==> config.mk <==
export PLATFORM = sky130hd
export DESIGN_NAME = dmem_responder
export DESIGN_NICKNAME = d
export VERILOG_FILES = /design/src/rtl/dmem_pkg.sv /design/src/rtl/dmem_rd_align.sv /design/src/rtl/dmem_responder.sv
export SDC_FILE = /design/constraint.sdc
export NUM_CORES = 1
export LEC_CHECK = 0
export BUFFER_PORTS_ARGS = -buffer_cell sky130_fd_sc_hd__buf_2
export CORE_UTILIZATION = 38
export DETAILED_ROUTE_END_ITERATION = 6
export PLACE_DENSITY = 0.7
export REMOVE_ABC_BUFFERS = 1
export SETUP_SLACK_MARGIN = 0.15
export SLEW_MARGIN = 20
export SYNTH_ARGS = -nofsm -noshare
export SYNTH_HDL_FRONTEND = slang
export SYNTH_SLANG_ARGS = --single-unit
==> constraint.sdc <==
create_clock -name clk -period 1.9 [get_ports clk]
set_clock_uncertainty 0.1 [all_clocks]
set_input_delay 0.095 -clock clk [delete_from_list [all_inputs] [get_ports clk]]
set_output_delay 0.095 -clock clk [all_outputs]
set_load 0.005 [all_outputs]
==> src/rtl/dmem_pkg.sv <==
// Shared definitions for the data-memory responder: FSM state encoding and word constants.
package dmem_pkg;

   typedef enum logic [1:0] {
      DM_IDLE,
      DM_RD_WAIT,
      DM_RMW_WR
   } dmemState_e;

   localparam int unsigned WORD_BYTES = 4;
   localparam int unsigned OFF_W      = $clog2(WORD_BYTES);
   localparam logic [31:0] FULL_MASK  = 32'hFFFFFFFF;

endpackage

==> src/rtl/dmem_rd_align.sv <==
// Right-justifies a load word by its byte offset; vacated upper bytes are zero-filled.
module dmem_rd_align
   import dmem_pkg::*;
(
   input  logic [31:0]      word,
   input  logic [OFF_W-1:0] off,
   output logic [31:0]      data
);

   always_comb begin
      data = word >> {off, 3'b000};
   end

endmodule

==> src/rtl/dmem_responder.sv <==
// LSU-to-SRAM responder: single-cycle full stores, RMW partial stores, 2-cycle aligned loads.
module dmem_responder
   import dmem_pkg::*;
#(
   parameter int unsigned ADDR_W         = 14,
   parameter bit          FULL_MASK_FAST = 1'b1
) (
   input  logic              clk,
   input  logic              rst,
   input  logic              req_rd_en,
   input  logic              req_wr_en,
   input  logic [31:0]       req_bit_wr_en,
   input  logic [31:0]       req_addr,
   input  logic [31:0]       req_wr_data,
   output logic              stall,
   output logic              rsp_valid,
   output logic [31:0]       rsp_rd_data,
   output logic              sram_cs,
   output logic              sram_we,
   output logic [ADDR_W-1:0] sram_addr,
   output logic [31:0]       sram_wdata,
   input  logic [31:0]       sram_rdata
);

   dmemState_e        state;
   logic [ADDR_W-1:0] lat_idx;
   logic [OFF_W-1:0]  lat_off;
   logic [31:0]       lat_mask;
   logic [31:0]       lat_data;

   logic [ADDR_W-1:0] req_idx;
   logic [OFF_W-1:0]  req_off;
   logic [31:0]       aligned;
   logic              wr_active;
   logic              wr_fast;
   logic              addr_unused;

   assign req_idx     = req_addr[ADDR_W+1:2];
   assign req_off     = req_addr[OFF_W-1:0];
   assign addr_unused = ^req_addr[31:ADDR_W+2];
   assign wr_active   = req_wr_en && (req_bit_wr_en != '0);
   assign wr_fast     = FULL_MASK_FAST && (req_bit_wr_en == FULL_MASK);

   dmem_rd_align u_align (
      .word (sram_rdata),
      .off  (lat_off),
      .data (aligned)
   );

   // SRAM controls are combinational so the macro sees the request in its acceptance cycle;
   // reset gates everything, which also drops an in-flight RMW write.
   always_comb begin
      stall       = 1'b0;
      rsp_valid   = 1'b0;
      rsp_rd_data = '0;
      sram_cs     = 1'b0;
      sram_we     = 1'b0;
      sram_addr   = '0;
      sram_wdata  = '0;
      if (!rst) begin
         unique case (state)
            DM_IDLE: begin
               if (wr_active) begin
                  sram_cs   = 1'b1;
                  sram_addr = req_idx;
                  if (wr_fast) begin
                     sram_we    = 1'b1;
                     sram_wdata = req_wr_data;
                  end else begin
                     stall = 1'b1;
                  end
               end else if (req_rd_en && !req_wr_en) begin
                  sram_cs   = 1'b1;
                  sram_addr = req_idx;
                  stall     = 1'b1;
               end
            end
            DM_RD_WAIT: begin
               rsp_valid   = 1'b1;
               rsp_rd_data = aligned;
            end
            DM_RMW_WR: begin
               sram_cs    = 1'b1;
               sram_we    = 1'b1;
               sram_addr  = lat_idx;
               sram_wdata = (sram_rdata & ~lat_mask) | (lat_data & lat_mask);
            end
            default: ;
         endcase
      end
   end

   always_ff @(posedge clk) begin
      if (rst) begin
         state    <= DM_IDLE;
         lat_idx  <= '0;
         lat_off  <= '0;
         lat_mask <= '0;
         lat_data <= '0;
      end else begin
         unique case (state)
            DM_IDLE: begin
               if (wr_active || (req_rd_en && !req_wr_en)) begin
                  lat_idx  <= req_idx;
                  lat_off  <= req_off;
                  lat_mask <= req_bit_wr_en;
                  lat_data <= req_wr_data;
               end
               if (wr_active) begin
                  if (!wr_fast) state <= DM_RMW_WR;
               end else if (req_rd_en && !req_wr_en) begin
                  state <= DM_RD_WAIT;
               end
            end
            DM_RD_WAIT: state <= DM_IDLE;
            DM_RMW_WR:  state <= DM_IDLE;
            default:    state <= DM_IDLE;
         endcase
      end
   end

endmodule

==> impl_metrics.tcl <==
set metrics [dict create \
    worstPathRequired_ns 1.70 \
    status "finished, violations left" \
    p_leak_nw 4.022 \
    dp_hpwl_um 11110 \
    route.met3.wl_um 1500 \
    detailedPlace.worstSlack_ns -0.09577 \
    cts_num_sinks 82 \
    core-area_mm2 0.01142 \
    met1_length_um 8026 \
    fin_nets 1000 \
    violations "negative setup slack" \
    ios 214 \
    final.fill_count 774 \
    met2_length_um 10610 \
    via_count 5908 \
    first_iter_violations 442 \
    die_area_mm2 0.01220 \
    max-slew-margin-rel_pct 45.27 \
    start_kind "register" \
    seq_area_mm2 0.001653 \
    slew_viol_final 0 \
    antenna_left 0 \
    cts_max_level 3 \
    p_per_area_mw_per_mm2 615.3 \
    antenna_found_initial 1 \
    ys_seq_area_share_pct 36.74 \
    finalHoldViolations 0 \
    fin_crit_ns 2.131 \
    cp-end-kind "primary output" \
    place.port_buffers 197 \
    post-route-period-util_pct 112.2 \
    die_h_um 110.4 \
    place_congestion 0.8589 \
    drc 0 \
    crit_type "reg2out" \
    rrSetupSlack_ns 0.16 \
    insertion_delay_ns 0.34 \
    initial_core_util_pct 39.13 \
    worst_pin_slew_ns 0.8209 \
    min_path_cells 4 \
    grt_pass1_vias 5417 \
    postRouteWirelength_um 21150 \
    synth_cells 574 \
    track_usage_pct 27.35 \
    drive_gt1_share_pct 55.67 \
    rows 39 \
    fp.dieW_um 110.4 \
    area_growth_pct 92.24 \
    hold_start "req_bit_wr_en[21]" \
    worstReg2RegStart "state[0]" \
    ir_drop_uv 457.2 \
    hold_path_end "lat_mask[21]" \
    power.total_mw 5.285 \
    root_buffer "clkbuf_16" \
    yosys_warnings 0 \
    cts_buffers 9 \
    cts_buffer_depth 2 \
    syn_area_per_cell_um2 7.784 \
    gr-total-overflow 0 \
    drt-vias-per-instance 5.809 \
    yosysUniqueCellTypes 32 \
    cts_tree "done" \
    grt_max_degree 49 \
    r2r_end "lat_mask[17]" \
    multi_input_area_mm2 0.003807 \
    highest_layer "met4" \
    r2r_cells 9 \
    first_pass_iters 5 \
    clk_pin_slew_ns 0.07 \
    wl_per_cell_um 20.80 \
    drv_cap 0 \
    timing.fmax_mhz 469.2 \
    ys_ff_latch 82 \
    arrival_ns 1.94 \
    hold_path.class "in2reg" \
    grt_setup_unrepaired "yes" \
    grt_pass1_wl_um 26900 \
    finalSetupViolCount 62 \
    critPathMaxFanout 32 \
    worst_slack_ns -0.2313 \
    synth_area_mm2 0.004468 \
]
==> cell usage in the layout, fill, tap and decap left out, drive strengths merged <==
master / netlist / layout
o31a: 1 / 1
clkinvlp: 0 / 1
inv: 2 / 4
nand2b: 1 / 1
mux2i: 48 / 48
or2: 1 / 1
clkinv: 0 / 4
diode: 0 / 1
nand4: 10 / 10
and2: 9 / 9
clkbuf: 29 / 15
or3: 1 / 1
dlygate4sd3: 0 / 78
dfxtp: 82 / 82
o31ai: 1 / 1
o21a: 2 / 2
buf: 17 / 245
nor2: 31 / 31
o21ai: 1 / 1
nor3: 4 / 4
a211oi: 16 / 16
nand2: 163 / 163
a22o: 14 / 14
o2bb2ai: 32 / 32
nor4: 10 / 10
or3b: 1 / 1
nor2b: 9 / 9
a21oi: 89 / 89
==> per-stage QoR <==
step | hold slack [ns] | util, % | std cells | instance area [um2] | setup TNS, ns
2_1_floorplan | 0.06407 | - | 528 | 4222 | -104.58
3_3_place_gp | 0.2419 | 50.00 | 902 | 5709 | -3.743
3_5_place_dp | 0.2484 | 50.00 | 902 | 5709 | -7.031
4_1_cts | 0.04646 | 61.03 | 1001 | 6969 | -5.379
5_1_grt | 0.08369 | 75.22 | 1017 | 8589 | -13.77
6_report | 0.05852 | 75.22 | 1017 | 8589 | -8.998
==> layer usage <==
metal | global-route usage [%] | up-vias
met5 | 0 | -
met3 | 4.775 | 97
met2 | 47.12 | 363
met4 | 14.04 | 0
li1 | - | 2608
met1 | 32.46 | 2840
==> worst max-delay path by stage <==
stage / cells after the start / start / end / slack (ns)
finish: 6 / state[0] / sram_wdata[2] / -0.23
global route: 6 / state[0] / sram_wdata[22] / -0.34
CTS: 6 / state[1] / sram_wdata[31] / -0.13
detailed placement: 9 / req_bit_wr_en[13] / sram_wdata[2] / -0.1
global placement: 9 / req_bit_wr_en[14] / sram_wdata[2] / -0.14
floorplan: 3 / state[1] / sram_wdata[0] / -1.03
==> worst max-delay path, stage by stage, from the launching register on <==
cell	delay, ns
dfxtp_4	0.36
buf_4	0.15
nor2_1	0.26
nand2_1	0.11
buf_4	0.29
o2bb2ai_1	0.26
buf_2	0.15
==> cell type report <==
class / instances / area share, %
Clock buffer: 9 / 2.622
Timing Repair Buffer: 329 / 31.00
Antenna cell: 1 / 0.02913
Sequential cell: 82 / 19.24
Clock inverter: 7 / 0.6118
Inverter: 2 / 0.08740
Multi-Input combinational cell: 444 / 44.33
Tap cell: 143 / 2.083
==> logic make-up after synthesis <==
group / synth area share, %
muxes: 10.75
AOI/OAI and AO/OA: 22.93
buffers and inverters: 5.685
DFF: 36.74
and+or+nand+nor: 23.89
==> where the power goes <==
| group | leakage (nW) | switching [mW] | internal, mW |
|---|---|---|---|
| Combinational | 3.21 | 0.827 | 0.782 |
| Sequential | 0.679 | 0.153 | 1.85 |
| Clock | 0.136 | 0.780 | 0.896 |
| Total | 4.02 | 1.76 | 3.53 |
==> Yosys cell counts <==
cell type,number,share of area [%]
nand2_1,163,14
a21oi_1,89,10
dfxtp_1,82,37
mux2i_1,48,11
o2bb2ai_1,32,6.3
nor2_1,30,2.5
clkbuf_1,29,2.4
a211oi_1,16,2.7
a22o_1,10,2.0
and2_1,9,1.3
buf_6,9,2.3
nand4_1,9,1.3
nor2b_1,9,1.3
nor4_1,6,0.84
buf_2,5,0.56
a22o_2,4,0.90
buf_1,3,0.25
nor3_1,3,0.34
nor4_2,3,0.84
inv_1,2,0.17
o21a_1,2,0.34
nand2b_1,1,0.14
nand4_2,1,0.28
nor2_2,1,0.14
nor3_4,1,0.36
nor4_4,1,0.48
o21ai_0,1,0.11
o31a_2,1,0.22
o31ai_4,1,0.48
or2_2,1,0.14
or3_1,1,0.14
or3b_2,1,0.20
==> state kept, by name, summed over array words and instances (netlist names) <==
| signal | flops |
|---|---|
| lat_mask | 32 |
| lat_data | 32 |
| lat_off | 2 |
| state | 2 |
| lat_idx | 14 |
==> timing repair <==
action	in CTS	in global routing
pin swaps	9	184
endpoints found under the setup margin	81	159
resized for setup	36	337
cloned	1	8
endpoints found under the hold margin	78	0
hold buffers	78	0
buffers inserted	4	7
Note: power is estimated with default switching activity, not from simulation.
